==> src/rtl/gcd_pkg.sv <==
// Shared types and defaults for the GCD requester.
package gcd_pkg;

  localparam int unsigned GcdWidthDefault = 32;

  typedef enum logic [2:0] {
    StIdle,
    StIssue,
    StAck,
    StWait,
    StResp
  } gcd_state_e;

endpackage

==> src/rtl/gcd_watchdog.sv <==
// Cycle watchdog: counts enabled cycles and flags expiry once the limit is reached.
module gcd_watchdog #(
  parameter int unsigned TIMEOUT_CYCLES = 256
) (
  input  logic clk,
  input  logic reset_n,
  input  logic clear,
  input  logic enable,
  output logic expire
);

  localparam int unsigned CntW = $clog2(TIMEOUT_CYCLES + 1);
  localparam logic [CntW-1:0] Limit = CntW'(TIMEOUT_CYCLES - 1);

  logic [CntW-1:0] count_q, count_d;

  // Saturates at the limit so expire stays asserted until cleared.
  always_comb begin
    count_d = count_q;
    if (clear) begin
      count_d = '0;
    end else if (enable && (count_q != Limit)) begin
      count_d = count_q + CntW'(1);
    end
  end

  always_ff @(posedge clk or negedge reset_n) begin
    if (!reset_n) begin
      count_q <= '0;
    end else begin
      count_q <= count_d;
    end
  end

  assign expire = enable && (count_q == Limit);

endmodule

==> src/rtl/gcd_requester.sv <==
// Request/response front end for a start/done GCD engine.
// Optional watchdog abort enabled by defining GCD_TIMEOUT_EN.
module gcd_requester
  import gcd_pkg::*;
#(
  parameter int unsigned WIDTH          = GcdWidthDefault,
  parameter int unsigned TIMEOUT_CYCLES = 256
) (
  input  logic             clk,
  input  logic             reset_n,
  input  logic             in_valid,
  output logic             in_ready,
  input  logic [WIDTH-1:0] in_a,
  input  logic [WIDTH-1:0] in_b,
  output logic             out_valid,
  input  logic             out_ready,
  output logic [WIDTH-1:0] out_result,
  output logic             out_timeout,
  output logic             gcd_reset,
  output logic             gcd_start,
  output logic [WIDTH-1:0] gcd_a,
  output logic [WIDTH-1:0] gcd_b,
  input  logic [WIDTH-1:0] gcd_result,
  input  logic             gcd_done
);

  if (TIMEOUT_CYCLES == 0) begin : g_cfg_check
    $error("TIMEOUT_CYCLES must be nonzero");
  end

  gcd_state_e       state_q, state_d;
  logic [WIDTH-1:0] a_q, b_q;
  logic [WIDTH-1:0] result_q;
  logic             expire;

  always_comb begin
    state_d = state_q;
    unique case (state_q)
      StIdle:  if (in_valid) state_d = StIssue;
      StIssue: state_d = StAck;
      // Engine done may still be high from the previous operation here.
      StAck:   state_d = StWait;
      StWait:  if (gcd_done || expire) state_d = StResp;
      StResp:  if (out_ready) state_d = StIdle;
      default: state_d = StIdle;
    endcase
  end

  always_ff @(posedge clk or negedge reset_n) begin
    if (!reset_n) begin
      state_q  <= StIdle;
      a_q      <= '0;
      b_q      <= '0;
      result_q <= '0;
    end else begin
      state_q <= state_d;
      if ((state_q == StIdle) && in_valid) begin
        a_q <= in_a;
        b_q <= in_b;
      end
      if (state_q == StWait) begin
        if (gcd_done) begin
          result_q <= gcd_result;
        end else if (expire) begin
          result_q <= '0;
        end
      end
    end
  end

  assign in_ready   = (state_q == StIdle);
  assign out_valid  = (state_q == StResp);
  assign gcd_start  = (state_q == StIssue);
  assign gcd_a      = a_q;
  assign gcd_b      = b_q;
  assign out_result = result_q;

`ifdef GCD_TIMEOUT_EN
  logic timeout_q;
  logic abort_q;

  gcd_watchdog #(
    .TIMEOUT_CYCLES(TIMEOUT_CYCLES)
  ) u_watchdog (
    .clk    (clk),
    .reset_n(reset_n),
    .clear  (state_q == StIssue),
    .enable ((state_q == StAck) || (state_q == StWait)),
    .expire (expire)
  );

  always_ff @(posedge clk or negedge reset_n) begin
    if (!reset_n) begin
      timeout_q <= 1'b0;
      abort_q   <= 1'b0;
    end else begin
      abort_q <= (state_q == StWait) && !gcd_done && expire;
      if (state_q == StWait) begin
        if (gcd_done) begin
          timeout_q <= 1'b0;
        end else if (expire) begin
          timeout_q <= 1'b1;
        end
      end
    end
  end

  assign out_timeout = timeout_q;
  assign gcd_reset   = ~reset_n | abort_q;
`else
  assign expire      = 1'b0;
  assign out_timeout = 1'b0;
  assign gcd_reset   = ~reset_n;
`endif

endmodule

==> config.mk <==
export PLATFORM = sky130hd
export DESIGN_NAME = gcd_requester
export DESIGN_NICKNAME = d
export VERILOG_FILES = /design/src/rtl/gcd_pkg.sv /design/src/rtl/gcd_watchdog.sv /design/src/rtl/gcd_requester.sv
export SDC_FILE = /design/constraint.sdc
export NUM_CORES = 1
export LEC_CHECK = 0
export ABC_CLOCK_PERIOD_IN_PS = 2000
export BUFFER_PORTS_ARGS = -buffer_cell sky130_fd_sc_hd__buf_4
export CAP_MARGIN = 20
export CELL_PAD_IN_SITES_DETAIL_PLACEMENT = 0
export CELL_PAD_IN_SITES_GLOBAL_PLACEMENT = 1
export CORE_MARGIN = 8
export CORE_UTILIZATION = 36
export DETAILED_ROUTE_END_ITERATION = 12
export HOLD_SLACK_MARGIN = 0.02
export PLACE_DENSITY = 0.76
export SLEW_MARGIN = 5
export SYNTH_ARGS = -nofsm -noshare
export SYNTH_HDL_FRONTEND = slang
export SYNTH_HIERARCHICAL = 1
export SYNTH_SLANG_ARGS = --single-unit
==> constraint.sdc <==
create_clock -name clk -period 2 [get_ports clk]
set_input_delay 0.3 -clock clk [delete_from_list [all_inputs] [get_ports clk]]
set_output_delay 0.3 -clock clk [all_outputs]
set_load 0.01 [all_outputs]
==> flow_summary.toml, run 1 <==
[timing]
rsz0062_at_grt = "no"
fin_setup_tns_ns = 0
worst_slew_pin_slew_ns = 0.505
hold_violations = 0
clock.fmax_mhz = 565
slew_headroom = 0.663
finClkSkew_ns = 0.00279
postLayoutSetupSlackWorst_ns = 0.230
finalMaxSlewViolations = 0
fin_crit_sh = 0.885
fin_crit_ns = 1.77
setup_viol = 0

[grt]
grt_max_degree = 100
use_met2 = 0.224
grt_pass1_wl_um = 16300
grt_pass1_vias = 2902
grt-ovfl-total = 0
met3_usage = 0.0643
use_met1 = 0.167
grt_use_total = 0.142
grt_antenna_before_repair = 0
grt_busiest_layer = "met2"

[cells_and_area]
area_growth_pct = 49.4
drive_gt1_frac = 0.746
final_util = 0.554
fill_cells = 907
mostFrequentLayoutCell = "buf_4"
nNetsFinal = 529
instances_no_fill = 573
n_antenna_cell = 0
layout_common_cells = "203 x buf_4, 99 x dfrtp_1, 60 x mux2_4"

[yosys]
ys_warn_count = 6
ys_async_sr_fraction = 1.00
synth_seq_cells = 99
synth_edf_count = 0
post_synth_instance_area_um2 = 4060
synth.distinct_cells = 19
syn_area_per_cell_um2 = 18.3
synthCells = 222
ys.flop_type = "dfrtp_1"
synth_fp_nets = 323
ys_seq_area_frac = 0.611

[clock_network]
cts_buffers = 9
clockBufferDepth = 2
clkTransAtPathRegs_ns = 0.06
postCtsResizedCells = 0
clockRootBuffer = "clkbuf_16"
cts_tree = "done"
clock_sinks = 99
clock_latency_ns = 0.33
cts_hold_buf = 0
htree_levels = 3
cts_setup_buffers = 0

[placement]
detailed_place_hpwl_um = 8130
io_buffers = 200
dp_cells = 557
pre_cts_ws_ns = 0.219
gp_congestion = 0.716

[floorplan]
start_util = 0.371
fp.dieW_um = 122
fp.dieArea_um2 = 14900
core_area_um2 = 10900
row_count = 38
die_h_um = 122
io_pins = 202

[drt]
viasPerCell = 4.54
ant_nets = 0
dr.pass1.iters = 4
drt_wl_total_um = 10600
dr.first_iter.drc_count = 126
vias = 2601
drc = 0
wire_per_inst_um = 18.4

[worst_hold_path]
hold_path_class = "input port to asynchronous set/reset pin"

[power_and_ir_drop]
vdd_ir_drop_max_mv = 0.758
pwr_density_cell_nw_per_um2 = 1690
cellLeakagePower_nw = 2.99

[outcome]
status = "complete, no violations"

[critical_path]
end_kind = "flop"
critical_path.max_fanout = 30
cp_data_arrival_time_ns = 1.99
cp-start-kind = "flop"
required_ns = 2.22
path_class = "flop to flop"

[job]
drv_cap = 0
-- final cells by class --
cell class | count | area, um2 | share of cell area
clock buffers | 9 | 225 | 0.0372
flip-flops and latches | 99 | 2480 | 0.409
repair buffers | 208 | 1620 | 0.268
well taps | 140 | 175 | 0.0289
clock inverters | 7 | 140 | 0.0231
inverters | 2 | 7.51 | 0.00124
multi-input cells | 108 | 1410 | 0.233
-- registers in the layout, summed over array words and instances (netlist names) --
register    cells
gcd_a          32
gcd_b          32
out_result     32
state_q         3
-- synth_stat cells (all sizes together) (2+ instances only) --
library cell / number / share of area
mux2: 96 / 0.32
inv: 2 / 0.0019
nor3: 2 / 0.0025
buf: 13 / 0.042
dfrtp: 99 / 0.61
-- metrics by stage --
stage,area (um2),hold slack [ns],total power [mW]
final,6060,0.0618,10.2
after global routing,6060,0.0980,10.8
after CTS,6060,0.0810,10.4
after detailed placement,5690,0.450,8.28
after global placement,5690,0.449,8.16
after floorplan,4060,0.00441,6.07
-- cell families (layout without fill, tap and decap cells) --
group           Yosys count  in the layout  synth area share
flops                    99             99             0.611
mux                      96             96             0.322
compound gates            5              5           0.00925
other cells               1              1          0.000924
buf+inv                  15            226            0.0438
simple gates              6              6            0.0133
-- path summary, 6_finish.rpt --
path	from	endpoint	slack [ns]	cells after the start
min	reset_n	gcd_b[3]	0.06	2
min in group clk	out_ready	state_q[2]	0.13	2
min reg2reg	out_result[12]	out_result[12]	0.50	1
max	state_q[1]	gcd_b[24]	0.23	4
max in group asynchronous	reset_n	state_q[1]	1.57	2
max reg2reg	state_q[1]	gcd_b[24]	0.23	4
-- worst max-delay path: stages (launching register included) --
cell	delay, ns
dfrtp_1	0.49
nor4b_4	0.34
buf_12	0.29
buf_4	0.22
mux2_4	0.31
-- layer usage --
layer  up-vias  wire length (um)  part of all wire
li1       1186                 -                 -
met1      1295              4120              0.39
met2       111              5080              0.48
met3         9              1220              0.12
met4         0               135             0.013
met5         -                 0                 0
-- power by group --
part           leakage [nW]  switching, mW  internal [mW]
combinational          1.64           1.66           2.84
clock                 0.172          0.724           1.35
sequential             1.18          0.644           3.04
No activity file was read; power rests on OpenSTA's default activity.
==> run 2: changes to the inputs <==
ABC_CLOCK_PERIOD_IN_PS = 1780   (was 2000)
clock period = 1.78 ns   (was 2 ns; I/O delays follow)
==> run 2 against run 1 <==
Clock power is 12% lower. Power grew 7.9%. Core utilization down 0.35 points. Sequential cell count is the same. Setup slack worse by 0.14 ns. Maximum frequency is 4.4% higher. Hold slack got worse by 0.039 ns. Critical endpoint is now gcd_b[31]. Largest cell class unchanged.
==> flow_summary.toml, run 2 (synthesis results as in run 1) <==
[outcome]
status = "complete, no violations"

[clock_network]
postCtsResizedCells = 0
clock_sinks = 99
clkTransAtPathRegs_ns = 0.07
clockBufferDepth = 2
htree_levels = 3
cts_buffers = 9
clock_latency_ns = 0.34
cts_setup_buffers = 0
clockRootBuffer = "clkbuf_16"
cts_tree = "done"
cts_hold_buf = 0

[critical_path]
critical_path.max_fanout = 16
reg2reg_from = "state_q[2]"
path_class = "flop to flop"
required_ns = 1.99
cp-start-kind = "flop"
cp_data_arrival_time_ns = 1.91
rrSetupSlack_ns = 0.09
end_kind = "flop"
r2r_end = "gcd_b[31]"
r2r_cells = 4

[timing]
slew_headroom = 0.654
fin_crit_sh = 0.952
finalMaxSlewViolations = 0
rsz0062_at_grt = "no"
fin_crit_ns = 1.69
finClkSkew_ns = 0.00688
setup_viol = 0
hold_violations = 0
postLayoutSetupSlackWorst_ns = 0.0855
worst_slew_pin_slew_ns = 0.518
fin_setup_tns_ns = 0
clock.fmax_mhz = 590

[cells_and_area]
drive_gt1_frac = 0.740
area_growth_pct = 48.4
design_area_um2 = 6020
mostFrequentLayoutCell = "buf_4"
fill_cells = 946
nNetsFinal = 531
layout_common_cells = "202 x buf_4, 99 x dfrtp_1, 60 x mux2_4"
n_antenna_cell = 0

[power_and_ir_drop]
pwr_density_cell_nw_per_um2 = 1840
cellLeakagePower_nw = 2.98
vdd_ir_drop_max_mv = 0.817

[drt]
drc = 0
viasPerCell = 4.56
ant_nets = 0
drt_wl_total_um = 10400
wire_per_inst_um = 18.1
dr.first_iter.drc_count = 134
vias = 2622
dr.pass1.iters = 4

[grt]
grt_pass1_vias = 2953
grt_max_degree = 100
grt_antenna_before_repair = 0
grt_use_total = 0.139
grt-ovfl-total = 0
grt_pass1_wl_um = 16100

[placement]
detailed_place_hpwl_um = 7800
gp_congestion = 0.726
io_buffers = 200
pre_cts_ws_ns = 0.0870
dpl-instance-area_um2 = 5750

[floorplan]
io_pins = 202
fp.dieArea_um2 = 14900
die_h_um = 122
start_util = 0.371
row_count = 38
fp.dieW_um = 122
core_area_um2 = 10900

[job]
drv_cap = 0

[worst_hold_path]
hold_path_class = "input port to asynchronous set/reset pin"
## run 2: changes by cell type in the layout (fill, tap and decap cells not counted), sizes merged
cell,delta
buf,+2
clkbuf,+5
clkinvlp,-2
bufinv,-4
clkinv,+1
## run 2: critical path: stages, from the launching register on
cell and delay [ns]:
dfrtp_1 0.47, nor4b_4 0.36, buf_12 0.23, buf_12 0.19
mux2_4 0.31
## run 2: worst max-delay path by stage
stage | end | from | slack [ns] | cells after the start
2_1_floorplan | gcd_a[0] | state_q[1] | 0.24 | 5
3_3_place_gp | gcd_b[31] | state_q[2] | 0.17 | 4
3_5_place_dp | gcd_a[0] | state_q[2] | 0.09 | 4
4_1_cts | gcd_b[31] | state_q[2] | 0.08 | 4
5_1_grt | gcd_b[31] | state_q[2] | 0.04 | 4
6_report | gcd_b[31] | state_q[2] | 0.09 | 4
## run 2: where the power goes
group | total [mW] | internal [mW] | switching, mW
combinational | 5.15 | 3.26 | 1.89
sequential | 4.08 | 3.41 | 0.671
clock | 1.82 | 1.02 | 0.795
## run 2: per-layer routing
metal,part of all wire,GRT usage,vias up
met5,0,0,-
li1,-,-,1192
met4,0.022,0.0647,0
met2,0.47,0.213,120
met1,0.40,0.163,1296
met3,0.11,0.0662,14
## run 2: layout make-up
type,count,area [um2],share of cell area
inverter,2,7.51,0.00125
tap,140,175,0.0291
multi-input combinational,108,1410,0.234
timing repair buffer,210,1680,0.278
clock buffer,14,264,0.0438
clock inverter,2,10.0,0.00166
sequential,99,2480,0.411
## run 2: stage by stage
stage,power (mW),util,hold slack [ns],instances
finish,11.1,0.551,0.0230,575
global route,11.7,0.551,0.0694,575
CTS,11.2,0.551,0.0456,575
detailed placement,9.35,0.526,0.419,559
global placement,9.23,0.526,0.418,559
floorplan,6.82,-,-0.0286,222
